### src/rtl/serial_7E1_pkg.sv
// Shared definitions for the 7E1 serial link: FSM state codes, timing defaults,
// data width and parity mode.
package serial_7E1_pkg;

    localparam int M_DEFAULT = 434;   // 50 MHz / 115200 baud
    localparam int N_DEFAULT = 13;    // wide enough for 5208 (9600 baud)
    localparam int DATA_W    = 7;

    typedef enum logic { PARITY_EVEN = 1'b0, PARITY_ODD = 1'b1 } parity_mode_t;
    localparam parity_mode_t PARITY_MODE = PARITY_EVEN;

    // Receiver FSM codes; also exported raw on db_estado.
    typedef enum logic [3:0] {
        INICIAL  = 4'd0,
        REPOUSO  = 4'd1,
        INICIO   = 4'd2,
        DADOS    = 4'd3,
        PARIDADE = 4'd4,
        PARADA   = 4'd5,
        ARMAZENA = 4'd6,
        ESPERA   = 4'd7
    } estado_t;

    // 1 when the received parity bit does not match the data under PARITY_MODE.
    function automatic logic paridade_errada(input logic [DATA_W-1:0] dado,
                                             input logic bit_paridade);
        return (^dado) ^ bit_paridade ^ (PARITY_MODE == PARITY_ODD);
    endfunction

endpackage

### src/rtl/contador_m.sv
// Bit-timing counter: counts 0..M-1 and wraps; flags the half-bit and
// full-bit points. A synchronous clear realigns it to a sample instant.
module contador_m #(
    parameter int M = 434,
    parameter int N = 13
) (
    input  logic clock,
    input  logic reset,
    input  logic zera,
    output logic meio,
    output logic fim
);

    localparam logic [N-1:0] CONTA_MEIO = N'(M / 2 - 1);
    localparam logic [N-1:0] CONTA_FIM  = N'(M - 1);

    logic [N-1:0] valor;

    // Count up, restarting from zero on request or at the end of a bit period.
    always_ff @(posedge clock or negedge reset) begin
        if (!reset) begin
            valor <= '0;
        end else if (zera || fim) begin
            valor <= '0;
        end else begin
            valor <= valor + 1'b1;
        end
    end

    assign meio = (valor == CONTA_MEIO);
    assign fim  = (valor == CONTA_FIM);

endmodule

### src/rtl/rx_serial_7e1.sv
// 7E1 asynchronous serial receiver with tem_dado/recebe_dado handshake.
//
// state    | meaning
// ---------+----------------------------------------------------------
// INICIAL  | post-reset, moves to REPOUSO on the next cycle
// REPOUSO  | idle, waiting for a falling edge on the synchronized line
// INICIO   | start bit, checked at mid-bit (false start -> REPOUSO)
// DADOS    | shifting in 7 data bits, LSB first
// PARIDADE | sampling the parity bit
// PARADA   | sampling the stop bit; result is committed on leaving
// ARMAZENA | result visible, pronto high for this one cycle
// ESPERA   | stop bit was low; waits for the line to return high
module rx_serial_7e1
    import serial_7E1_pkg::*;
#(
    parameter int M = M_DEFAULT,
    parameter int N = N_DEFAULT
) (
    input  logic              clock,
    input  logic              reset,
    input  logic              dado_serial,
    input  logic              recebe_dado,
    output logic [DATA_W-1:0] dados_ascii,
    output logic              tem_dado,
    output logic              pronto,
    output logic              erro_paridade,
    output logic              erro_stop,
    output logic              overrun,
    output logic [3:0]        db_estado
);

    estado_t           estado;
    logic              rx_meta, rx_sync, rx_hist;
    logic              borda;
    logic              meio, fim;
    logic              zera;
    logic [DATA_W-1:0] registro;
    logic [2:0]        indice;
    logic              bit_paridade;

    // Two-flop synchronizer plus one history flop for edge detection; idle-high reset.
    always_ff @(posedge clock or negedge reset) begin
        if (!reset) begin
            rx_meta <= 1'b1;
            rx_sync <= 1'b1;
            rx_hist <= 1'b1;
        end else begin
            rx_meta <= dado_serial;
            rx_sync <= rx_meta;
            rx_hist <= rx_sync;
        end
    end

    assign borda = rx_hist & ~rx_sync;

    // Hold the timer at zero while idle and realign it after every sample.
    always_comb begin
        zera = 1'b0;
        case (estado)
            REPOUSO:                  zera = 1'b1;
            INICIO:                   zera = meio;
            DADOS, PARIDADE, PARADA:  zera = fim;
            default:                  zera = 1'b0;
        endcase
    end

    contador_m #(.M(M), .N(N)) u_contador (
        .clock (clock),
        .reset (reset),
        .zera  (zera),
        .meio  (meio),
        .fim   (fim)
    );

    // Frame sequencing and registered outputs. The result is committed on the
    // PARADA->ARMAZENA edge so it is visible during ARMAZENA; a store in the
    // same cycle as recebe_dado overrides the clear.
    always_ff @(posedge clock or negedge reset) begin
        if (!reset) begin
            estado        <= INICIAL;
            registro      <= '0;
            indice        <= '0;
            bit_paridade  <= 1'b0;
            dados_ascii   <= '0;
            tem_dado      <= 1'b0;
            pronto        <= 1'b0;
            erro_paridade <= 1'b0;
            erro_stop     <= 1'b0;
            overrun       <= 1'b0;
        end else begin
            pronto <= 1'b0;
            if (recebe_dado) begin
                tem_dado <= 1'b0;
            end
            case (estado)
                INICIAL: estado <= REPOUSO;
                REPOUSO: begin
                    if (borda) begin
                        estado <= INICIO;
                    end
                end
                INICIO: begin
                    if (meio) begin
                        if (!rx_sync) begin
                            estado <= DADOS;
                            indice <= '0;
                        end else begin
                            estado <= REPOUSO;
                        end
                    end
                end
                DADOS: begin
                    if (fim) begin
                        registro <= {rx_sync, registro[DATA_W-1:1]};
                        if (indice == 3'd6) begin
                            estado <= PARIDADE;
                        end else begin
                            indice <= indice + 3'd1;
                        end
                    end
                end
                PARIDADE: begin
                    if (fim) begin
                        bit_paridade <= rx_sync;
                        estado       <= PARADA;
                    end
                end
                PARADA: begin
                    if (fim) begin
                        estado        <= ARMAZENA;
                        dados_ascii   <= registro;
                        erro_paridade <= paridade_errada(registro, bit_paridade);
                        erro_stop     <= ~rx_sync;
                        pronto        <= 1'b1;
                        tem_dado      <= 1'b1;
                        if (tem_dado) begin
                            overrun <= 1'b1;
                        end
                    end
                end
                ARMAZENA: estado <= erro_stop ? ESPERA : REPOUSO;
                ESPERA: begin
                    if (rx_sync) begin
                        estado <= REPOUSO;
                    end
                end
                default: estado <= INICIAL;
            endcase
        end
    end

    assign db_estado = estado;

endmodule

### config.mk
export PLATFORM = sky130hd
export DESIGN_NAME = rx_serial_7e1
export DESIGN_NICKNAME = d
export VERILOG_FILES = /design/src/rtl/serial_7E1_pkg.sv /design/src/rtl/contador_m.sv /design/src/rtl/rx_serial_7e1.sv
export SDC_FILE = /design/constraint.sdc
export NUM_CORES = 1
export LEC_CHECK = 0
export ABC_AREA = 1
export ABC_CLOCK_PERIOD_IN_PS = 3000
export CORE_MARGIN = 2
export CORE_UTILIZATION = 65
export CTS_CLUSTER_DIAMETER = 60
export DETAILED_ROUTE_END_ITERATION = 7
export DONT_BUFFER_PORTS = 1
export PLACE_DENSITY = 0.84
export SETUP_SLACK_MARGIN = 0.1
export SYNTH_ARGS = -nofsm -noshare
export SYNTH_HDL_FRONTEND = slang
export SYNTH_HIERARCHICAL = 1
export SYNTH_SLANG_ARGS = --single-unit
### constraint.sdc
create_clock -name clock -period 3 [get_ports clock]
set_input_delay 0.3 -clock clock [delete_from_list [all_inputs] [get_ports clock]]
set_output_delay 0.3 -clock clock [all_outputs]
set_load 0.01 [all_outputs]
# Word-level counts from Yosys, hierarchy flattened
# Cells that the tools add are included.
dict set report op_classes {
  addsub 2
  n_eq_ne 19
  mux 22
  n_bitwise 3
  n_reduce_logical 11
}
# op n
set op_table {}
lappend op_table {{4-bit case mux with 8 select lines} 1}
lappend op_table {{4-bit 2-to-1 mux} 7}
lappend op_table {{2-bit inequality test (second input constant)} 9}
lappend op_table {{4-bit by 3-bit == test with 1-bit output (second input constant)} 4}
lappend op_table {{3-bit 2-to-1 mux} 5}
lappend op_table {{13-bit by 1-bit adder with 13-bit output (second input constant)} 1}
lappend op_table {{13-bit by 8-bit == test with 1-bit output (second input constant)} 1}
lappend op_table {{13-bit by 9-bit == test with 1-bit output (second input constant)} 1}
lappend op_table {{13-bit 2-to-1 mux} 1}
lappend op_table {{4-bit by 2-bit == test with 1-bit output (second input constant)} 2}
lappend op_table {{7-bit AND reduction} 1}
lappend op_table {{7-bit XOR reduction} 1}
lappend op_table {{3-bit case mux with 2 select lines} 1}
lappend op_table {{2-bit AND reduction} 3}
lappend op_table {{1-bit 2-to-1 mux} 5}
lappend op_table {{5-bit AND reduction} 1}
lappend op_table {{4-bit by 1-bit == test with 1-bit output (second input constant)} 1}
lappend op_table {{4-bit logical NOT} 1}
lappend op_table {{3-bit by 1-bit adder with 3-bit output (second input constant)} 1}
lappend op_table {{3-bit == test (second input constant)} 1}
lappend op_table {{1-bit case mux with 3 select lines} 1}
lappend op_table {{3-bit AND reduction} 1}
lappend op_table {{3-bit OR reduction} 1}
lappend op_table {{2-bit 2-to-1 mux} 1}
lappend op_table {{other kinds (5)} 5}
dict set report word_totals {
  reg_bits 43
  inputBits 4
  out_inout_bits 16
  wordCells 71
}

# Longest topological paths before layout
# Gate-level depths: netlist of run 1.
dict set report logic_depth {
  depth_word 5
  ltp_mapped 12
  mapped_depth_nobuf 11
}

# Hierarchy
# The synthesis of run 1 kept the hierarchy.
# mod instances cells_per_inst area_per_inst_um2
set modules_own_cells {}
lappend modules_own_cells {rx_serial_7e1 1 181 1468.9}
lappend modules_own_cells {contador_m 1 106 785.8}

# Worst setup path before layout of run 1
# Ideal clock, no wire load.
dict set report synth_timing {
  path_type {reg-to-reg}
  startpoint {register u_contador.valor[0]}
  endpoint {register u_contador.valor[0]}
  setup_ns 0.124
  t_arrival_ns 1.558
  t_required_ns 2.876
  setup_slack_ns 1.318
  path_stages_with_launch 13
  path_buffers 1
  synth_period_minus_slack_ns 1.682
  path_cell_list {dfrtp_1 -> inv_1 -> ha_1 -> nand3_1 -> nor4_1 -> inv_1 -> nor3_1 -> nor2_1 -> o21ai_0 -> inv_1 -> nand2_2 -> buf_6 -> nor2_1}
}
dict set report synth_via {
  elab_chain_len 4
  elab_cells_between_ends 6
  classes_between {add/sub: 1; eq/ne: 2; mux: 2; reduce/logical: 1}
}
# element line
set synth_lines {}
lappend synth_lines {{from (decl)} contador_m.sv:17} ;# logic [N-1:0] valor;
lappend synth_lines {{from (signal assigned)} contador_m.sv:26} ;# valor <= valor + 1'b1;
lappend synth_lines {{13-bit by 8-bit == test with 1-bit output} contador_m.sv:30} ;# assign meio = (valor == CONTA_MEIO);
lappend synth_lines {{named net meio} rx_serial_7e1.sv:35} ;# logic meio, fim;
lappend synth_lines {{1-bit case mux with 3 select lines} rx_serial_7e1.sv:59} ;# case (estado)
lappend synth_lines {{named net zera} rx_serial_7e1.sv:36} ;# logic zera;
lappend synth_lines {{1-bit logical OR} contador_m.sv:23} ;# end else if (zera || fim) begin
lappend synth_lines {{13-bit 2-to-1 mux} contador_m.sv:23}
# The timed path passes the listed nets, and every way through them passes these cells.
# A chain may end at the register's enable or synchronous reset.

# Worst setup path in the final report of run 1
dict set report layout_timing {
  startpoint {register u_contador.valor[0]}
  endpoint {register u_contador.valor[9]}
}
# Same word-level chain as after synthesis.

==> metrics, run 1 <==
Post-route DRC 0; CP Buf/Inv Count 3; row count 21; min-delay worst type input port to flip-flop; post-CTS setup buffers 0; PortBufs 0; TNS Setup 0 ns; DRT Wirelength 3840 um; Int Power 856 uW; drt first pass iters 4; Tcrit/Tclk final 0.648; synthesis-to-layout area growth 4.66%; Seq/Total Area, Yosys 0.468; Max Buffers Root-to-Sink 2; proportion of synthesized area in mux cells 0; Root Driver clkbuf_4; Max rail drop VDD 0.387 mV; fmax 515 MHz; die area 3960 um2; Avg Vias per Cell 5.15; Initial Utilization 0.676; antenna violations before repair 0; clk_skew 0.0161 ns; Final min period 1.94 ns; Crit Path Max Fanout 12; GR Overflow Total 0; Setup Crit Path Kind flip-flop to flip-flop; post-synthesis simple-gate area fraction 0.309; adder-cell share of the synthesized area 0.0277; sw power 509 uW; Worst path depth 11; All-Layer GR Usage 0.219; Setup Viol. Count Final 0; combinational share of power 0.269; clk slew on worst S/H paths 0.13 ns; sequential share of power 0.515; Hold Path Depth 1; sw frac 0.373; complex-gate fraction of the synthesized area 0.0694; main combinational cell family by area after synthesis simple AND/OR/NAND/NOR gates; power density over cell area 579 nW/um2; Final Hold Vio Count 0; Synth Area in XOR/XNOR 0.0311; Final Max Tran Viols 0; Syn Std Cell Area 2250 um2; Routed Antenna Nets 0; largest net degree at the start of global routing 43; total of max-cap violations 0; Iter 0 DRT Violations 123; crit path DAT 2.17 ns; CTS tree yes; LEAKAGE 1.15 nW; status complete, no violations; power share of the clock group 0.216; chip width 62.9 um; share of cells above drive strength 1 0.130; first-pass GRT wire length 6890 um; Crit path max-delay family simple AND/OR/NAND/NOR gates; YS warnings 6; Syn Area/Cell 7.86 um2; RSZ-0062 raised after global routing no; via count of the routed design 1740; I/O pin cnt 20; Pwr Total 1.37 mW; ANT cells 0; Cells after Synth 287; post-synthesis cell type count 26; final core occ 0.707; critical-path cell list inv_1 -> ha_1 -> nand3_1 -> nor4_1 -> inv_1 -> nor3_1 -> nor2_1 -> o21ai_0 -> inv_1 -> nand2_2 -> nor2_1; Die Y 62.9 um; Worst setup SP type flip-flop; required time worst endpoint 3.23 ns; Detailed Place HPWL 2850 um; DR WL/cell 11.4 um; core area 3340 um2; H-tree depth 2; synthesized flop and latch total 42; Nets 300; # clock sinks 42; Clock Latency Late Sink 0.35 ns; Worst setup EP type flip-flop; r2r worst-path depth 11; crit-path most repeated cell inv_1; Num CTS Buffers 5; vias in the first global route 1652; critical path's largest stage delay 0.47 ns; Synthesized Nets 296; CP max-delay cell dfrtp_1; GPL Wtd Cong 0.923
state kept, by name (all words and copies together), names as in the netlist:
| name | flops |
|---|---|
| u_contador/valor | 13 |
| dados_ascii | 7 |
| registro | 7 |
| db_estado | 3 |
| indice | 3 |
| bit_paridade | 1 |
| erro_paridade | 1 |
| erro_stop | 1 |
| overrun | 1 |
| pronto | 1 |
| rx_hist | 1 |
| rx_meta | 1 |
| rx_sync | 1 |
| tem_dado | 1 |
final cells by class:
cell class / count / area [um2]
well taps: 46 / 57.6
fillers: 275 / 977
clock inverters: 2 / 12.5
flip-flops and latches: 42 / 1050
repair buffers: 3 / 40.0
inverters: 41 / 154
multi-input cells: 198 / 990
clock buffers: 6 / 51.3
power groups by stage:
stage                     sequential [mW]  clock, mW  combinational, mW
final                               0.703      0.295              0.368
after CTS                           0.701      0.305              0.369
after detailed placement            0.713          0              0.352
after floorplan                     0.677          0              0.346
after global placement              0.710          0              0.341
after global routing                0.713      0.332              0.421
per-layer routing:
metal / up-vias / GRT usage / wire (um)
met1: 801 / 0.294 / 1880
met3: 7 / 0.0721 / 198
met5: - / 0 / 0
met4: 0 / 0.0806 / 55
li1: 893 / - / -
met2: 39 / 0.332 / 1700
path summary, 6_finish.rpt:
check	slack (ns)	startpoint	endpoint
worst max-delay path	1.06	u_contador/valor[0]	u_contador/valor[9]
max in group asynchronous	2.33	reset	rx_meta
worst min-delay path	0.02	recebe_dado	tem_dado
worst min register to register	0.36	rx_meta	rx_sync
worst max register to register	1.06	u_contador/valor[0]	u_contador/valor[9]
min in group asynchronous	0.39	reset	u_contador/valor[11]
synthesized netlist by cell type:
cell / count / area share
nor2_2: 2 / 0.0055
nor4_1: 1 / 0.0028
nand3_1: 16 / 0.036
o21ai_1: 7 / 0.016
nand2_1: 85 / 0.14
buf_4: 3 / 0.010
conb_1: 1 / 0.0017
nor2_1: 38 / 0.063
nand2_2: 6 / 0.017
a21oi_1: 1 / 0.0022
xnor2_1: 1 / 0.0039
o21ai_0: 7 / 0.016
inv_2: 3 / 0.0050
nor3_2: 1 / 0.0044
nor2_4: 2 / 0.010
buf_6: 3 / 0.015
ha_1: 5 / 0.028
nor3_1: 1 / 0.0022
nand3_2: 3 / 0.013
nand4_1: 5 / 0.014
o21ai_2: 8 / 0.031
o21bai_2: 1 / 0.0050
dfrtp_1: 39 / 0.43
xor2_1: 7 / 0.027
inv_1: 38 / 0.063
dfstp_2: 3 / 0.035
cell usage in the layout, fill, tap and decap left out:
cell           instances
o21bai_2               1
buf_12                 1
nand4_1                5
nor4_1                 1
nor3_2                 1
xor2_1                 7
nand2_2                6
nor2_1                38
o21ai_2                8
o21ai_0                7
a21oi_1                1
nand2_1               85
clkbuf_8               1
dfstp_2                3
conb_1                 1
nand3_2                3
clkinv_2               1
xnor2_1                1
ha_1                   5
inv_2                  3
nor3_1                 1
dfrtp_1               39
clkinvlp_4             1
dlygate4sd3_1          2
clkbuf_4               5
inv_1                 38
o21ai_1                7
nor2_2                 2
nor2_4                 2
nand3_1               16
per-stage QoR:
step	setup WS, ns	cell area [um2]	hold WS [ns]	cells
6_report	1.06	2360	0.0228	338
5_1_grt	0.790	2360	0.0112	338
4_1_cts	1.07	2360	0.0190	338
3_5_place_dp	1.08	2260	0.00565	327
3_3_place_gp	1.19	2260	0.00586	327
2_1_floorplan	1.32	2250	0.00441	287
timing repair:
item	CTS	global route
hold endpoints to repair	43	0
resized for setup	0	0
hold buffers	3	0
cell families (layout without fill, tap and decap cells):
| family | after synthesis | after routing |
|---|---|---|
| AOI/OAI and AO/OA | 24 | 24 |
| xor gates and xnor gates | 8 | 8 |
| adders and majority gates | 5 | 5 |
| buffers and inverters | 47 | 52 |
| DFF | 42 | 42 |
| other | 1 | 1 |
| and+or+nand+nor | 160 | 160 |
No activity file was read; power rests on OpenSTA's default activity.
==> run 2: changes to the inputs <==
ABC_CLOCK_PERIOD_IN_PS = 1950   (was 3000)
CORE_UTILIZATION = 63   (was 65)
PLACE_DENSITY = 0.82   (was 0.84)
clock period = 1.95 ns   (was 3 ns; I/O delays follow)
==> metrics, run 2 (same netlist as run 1, synthesis figures left out) <==
power share of the clock group 0.208; clk_skew 0.0164 ns; sw frac 0.382; total of max-cap violations 0; post-place setup slack 0.0630 ns; min-delay worst type input port to asynchronous set/reset pin; Root Driver clkbuf_4; max FFs per register 13; Design Area, Final 2460 um2; via count of the routed design 1805; LEAKAGE 1.20 nW; Initial Utilization 0.665; drt first pass iters 4; first-pass GRT wire length 7250 um; power density over cell area 898 nW/um2; GPL Wtd Cong 0.890; Max Buffers Root-to-Sink 2; Final Max Tran Viols 0; fmax 578 MHz; Worst setup EP type flip-flop; core area 3390 um2; GR Overflow Total 0; commonest non-fill, non-tap cell in the layout nand2_1; Avg Vias per Cell 5.20; Nets 309; FILL cells 264; All-Layer GR Usage 0.225; final core occ 0.725; combinational share of power 0.302; H-tree depth 2; share of cells above drive strength 1 0.166; status complete, no violations; Die Y 63.8 um; CTS tree yes; Worst setup SP type flip-flop; sequential share of power 0.490; TNS Setup 0 ns; RSZ-0062 raised after global routing no; required time worst endpoint 2.19 ns; WHS 0.286 ns; Setup Viol. Count Final 0; Top Registers u_contador/valor (13), dados_ascii (7), registro (7); Tcrit/Tclk final 0.887; crit path DAT 1.97 ns; Final Hold Vio Count 0; Int Power 1.36 mW; Num CTS Buffers 5; antenna violations before repair 0; DRT Wirelength 4160 um; clk slew on worst S/H paths 0.13 ns; largest net degree at the start of global routing 43; DR WL/cell 12.0 um; Setup Crit Path Kind flip-flop to flip-flop; Crit Path Max Fanout 6; most frequent cells in the layout nand2_1, dfrtp_1, nor2_1; ANT cells 0; Iter 0 DRT Violations 107; I/O pin cnt 20; synthesis-to-layout area growth 8.93%; Final min period 1.73 ns; area post-placement 2280 um2; Max rail drop VDD 0.520 mV; # clock sinks 42; chip width 63.8 um; PortBufs 0; Detailed Place HPWL 2930 um; PnR worst setup slack 0.220 ns; die area 4070 um2; Reg with most FFs u_contador/valor; sw power 843 uW; Clock Latency Late Sink 0.35 ns; row count 21; vias in the first global route 1717; Routed Antenna Nets 0; Post-route DRC 0; Reg2Reg Setup Slack 0.22 ns
-- run 2: path summary, 6_finish.rpt --
path                                       end  cells past startpoint                start
max in group asynchronous              rx_meta                      2                reset
setup / recovery           u_contador/valor[6]                     11  u_contador/valor[1]
min in group clock                     rx_sync                      0              rx_meta
setup reg to reg           u_contador/valor[6]                     11  u_contador/valor[1]
hold reg to reg                        rx_sync                      0              rx_meta
hold / removal                    db_estado[2]                      2                reset
-- run 2: routing by layer --
| metal | routed length [um] | track usage | vias to the layer above |
|---|---|---|---|
| li1 | - | - | 907 |
| met1 | 2000 | 0.301 | 848 |
| met2 | 1920 | 0.359 | 39 |
| met3 | 166 | 0.0458 | 11 |
| met4 | 72 | 0.0870 | 0 |
| met5 | 0 | 0 | - |
-- run 2: what timing repair did --
item / CTS / global route
endpoints found under the setup margin: 12 / 27
resized for setup: 1 / 9
pin swaps: 0 / 3
hold endpoints to repair: 44 / 0
gates cloned: 0 / 1
buffers inserted: 0 / 4
hold buffers: 4 / 0
-- run 2: final cells by class --
type                            instances  area [um2]  share of cell area
Sequential cell                        42        1050               0.429
Multi-Input combinational cell        199        1020               0.416
Inverter                               41         156              0.0637
Timing Repair Buffer                   11         103              0.0418
Tap cell                               46        57.6              0.0234
Clock buffer                            7        55.1              0.0224
Clock inverter                          1        8.76             0.00357
-- run 2: power groups by stage --
stage / clock network, mW / logic [mW] / registers [mW]
floorplan: 0 / 0.533 / 1.04
global placement: 0 / 0.556 / 1.08
detailed placement: 0 / 0.569 / 1.09
CTS: 0.473 / 0.607 / 1.07
global route: 0.499 / 0.755 / 1.10
finish: 0.459 / 0.667 / 1.08
-- run 2: stage by stage --
stage / total power [mW] / std cells
floorplan: 1.57 / 287
global placement: 1.64 / 330
detailed placement: 1.66 / 330
CTS: 2.15 / 342
global route: 2.35 / 347
finish: 2.21 / 347
-- run 2: worst max-delay path: stages (launching register included) --
cell     delay, ns
dfrtp_1       0.44
inv_1         0.10
ha_1          0.14
nand3_1       0.08
nor4_2        0.15
inv_1         0.11
nor3_2        0.20
nor2_1        0.08
o21ai_2       0.07
inv_2         0.09
nand2_4       0.10
nor2_1        0.06
==> run 3: changes to the inputs <==
--- a/config.mk
+++ b/config.mk
@@ -8,5 +8,5 @@
 export ABC_AREA = 1
-export ABC_CLOCK_PERIOD_IN_PS = 1950
+export ABC_CLOCK_PERIOD_IN_PS = 2000
 export CORE_MARGIN = 2
-export CORE_UTILIZATION = 63
+export CORE_UTILIZATION = 65
 export CTS_CLUSTER_DIAMETER = 60
@@ -14,3 +14,3 @@
 export DONT_BUFFER_PORTS = 1
-export PLACE_DENSITY = 0.82
+export PLACE_DENSITY = 0.84
 export SETUP_SLACK_MARGIN = 0.1
==> constraint.sdc (replaced) <==
create_clock -name clock -period 2 [get_ports clock]
set_input_delay 0.2 -clock clock [delete_from_list [all_inputs] [get_ports clock]]
set_output_delay 0.2 -clock clock [all_outputs]
set_load 0.05 [all_outputs]
==> metrics, run 3 (same netlist as run 1, synthesis figures left out) <==
first-pass GRT wire length 7500 um; via count of the routed design 1839; power density over cell area 1010 nW/um2; Final Hold Vio Count 0; Num CTS Buffers 5; clk slew on worst S/H paths 0.13 ns; Final Max Tran Viols 0; FILL cells 253; Crit Path Max Fanout 6; register area 1060 um2; Max rail drop VDD 0.741 mV; DR WL/cell 12.8 um; fmax 547 MHz; H-tree depth 2; die area 3960 um2; drt first pass iters 4; clk_skew 0.0124 ns; LEAKAGE 1.21 nW; multi-input combinational cell area 1020 um2; Routed Antenna Nets 0; Worst setup SP type flip-flop; Worst setup EP type flip-flop; Nets 308; Int Power 1.60 mW; chip width 62.9 um; Setup Viol. Count Final 0; Clock Latency Late Sink 0.36 ns; crit path DAT 2.09 ns; synthesis-to-layout area growth 10.8%; All-Layer GR Usage 0.244; Design Area, Final 2500 um2; share of cells above drive strength 1 0.177; # clock sinks 42; status complete, no violations; sw frac 0.363; TNS Setup 0 ns; Worst Max-Slew Pin Slew 0.554 ns; Reg with most FFs u_contador/valor; Detailed Place HPWL 2960 um; commonest non-fill, non-tap cell in the layout nand2_1; GR Overflow Total 0; CTS tree yes; RSZ-0062 raised after global routing no; core area 3340 um2; power share of the clock group 0.280; min-delay worst type input port to asynchronous set/reset pin; Die Y 62.9 um; Max Buffers Root-to-Sink 2; vias in the first global route 1701; Initial Utilization 0.676; ANT cells 0; combinational share of power 0.311; row count 21; Root Driver clkbuf_4; Final min period 1.83 ns; r2r worst-path depth 11; area post-placement 2290 um2; total of max-cap violations 0; PortBufs 0; Iter 0 DRT Violations 74; sequential share of power 0.409; Post-route DRC 0; required time worst endpoint 2.26 ns; largest net degree at the start of global routing 43; max FFs per register 13; I/O pin cnt 20; DRT Wirelength 4430 um; slew margin rel. 0.631; antenna violations before repair 0; Setup Crit Path Kind flip-flop to flip-flop; Reg2Reg Setup Slack 0.17 ns; Tcrit/Tclk final 0.914; most frequent cells in the layout nand2_1, nor2_1, dfrtp_1; Top Registers u_contador/valor (13), dados_ascii (7), registro (7); Avg Vias per Cell 5.32; Pwr Total 2.52 mW; sw power 914 uW; GPL Wtd Cong 0.902
## run 3: cell types whose count changed in the layout (fill, tap and decap cells not counted), sizes merged
cell / previous run / this run
inv: 42 / 41
bufinv: 0 / 2
clkbuf: 7 / 6
buf: 8 / 7
## run 3: critical path, cell delays in order, from the launching register on
cell     delay [ns]
dfrtp_2        0.46
inv_2          0.07
ha_1           0.16
nand3_2        0.08
nor4_2         0.24
inv_1          0.11
nor3_2         0.16
nor2_1         0.07
o21ai_1        0.11
inv_2          0.10
nand2_4        0.11
nor2_1         0.07
## run 3: final cells by class
cell class	instances	share of cell area
Multi-Input combinational cell	199	0.409
Sequential cell	42	0.423
Inverter	41	0.0626
Tap cell	46	0.0230
Timing Repair Buffer	10	0.0381
Clock buffer	6	0.0205
Clock inverter	2	0.0240
## run 3: what timing repair did
action,CTS,global route
setup buffers,0,2
endpoints found under the setup margin,12,27
pin swaps,0,4
hold endpoints to repair,44,0
hold buffers,4,0
gates resized for setup,2,11
cloned,0,1
## run 3: path summary, 6_finish.rpt
path | from | endpoint
setup / recovery | u_contador/valor[0] | u_contador/valor[6]
hold / removal | reset | u_contador/valor[10]
setup reg to reg | u_contador/valor[0] | u_contador/valor[6]
hold reg to reg | rx_meta | rx_sync
max in group asynchronous | reset | rx_sync
min in group clock | rx_meta | rx_sync
## run 3: per-layer routing
metal | GRT usage | wire, um | vias to the layer above
li1 | - | - | 912
met4 | 0.0778 | 67 | 0
met1 | 0.333 | 2090 | 871
met5 | 0 | 0 | -
met3 | 0.0811 | 262 | 7
met2 | 0.368 | 2010 | 49
## run 3: through the flow
| step | worst slack, ns | instances | hold slack [ns] | util |
|---|---|---|---|---|
| after CTS | 0.123 | 343 | 0.299 | 0.737 |
| after floorplan | 0.281 | 287 | -0.0956 | - |
| after global placement | 0.195 | 331 | -0.0941 | 0.685 |
| final | 0.173 | 346 | 0.270 | 0.749 |
| after detailed placement | 0.0993 | 331 | -0.0943 | 0.685 |
| after global routing | 0.0243 | 346 | 0.295 | 0.749 |
## run 3: power by group through the flow
stage	Clock [mW]	Sequential, mW	Combinational (mW)
2_1_floorplan	0	1.10	0.523
3_3_place_gp	0	1.04	0.667
3_5_place_dp	0	1.04	0.675
4_1_cts	0.719	1.02	0.716
5_1_grt	0.757	1.04	0.868
6_report	0.705	1.03	0.782
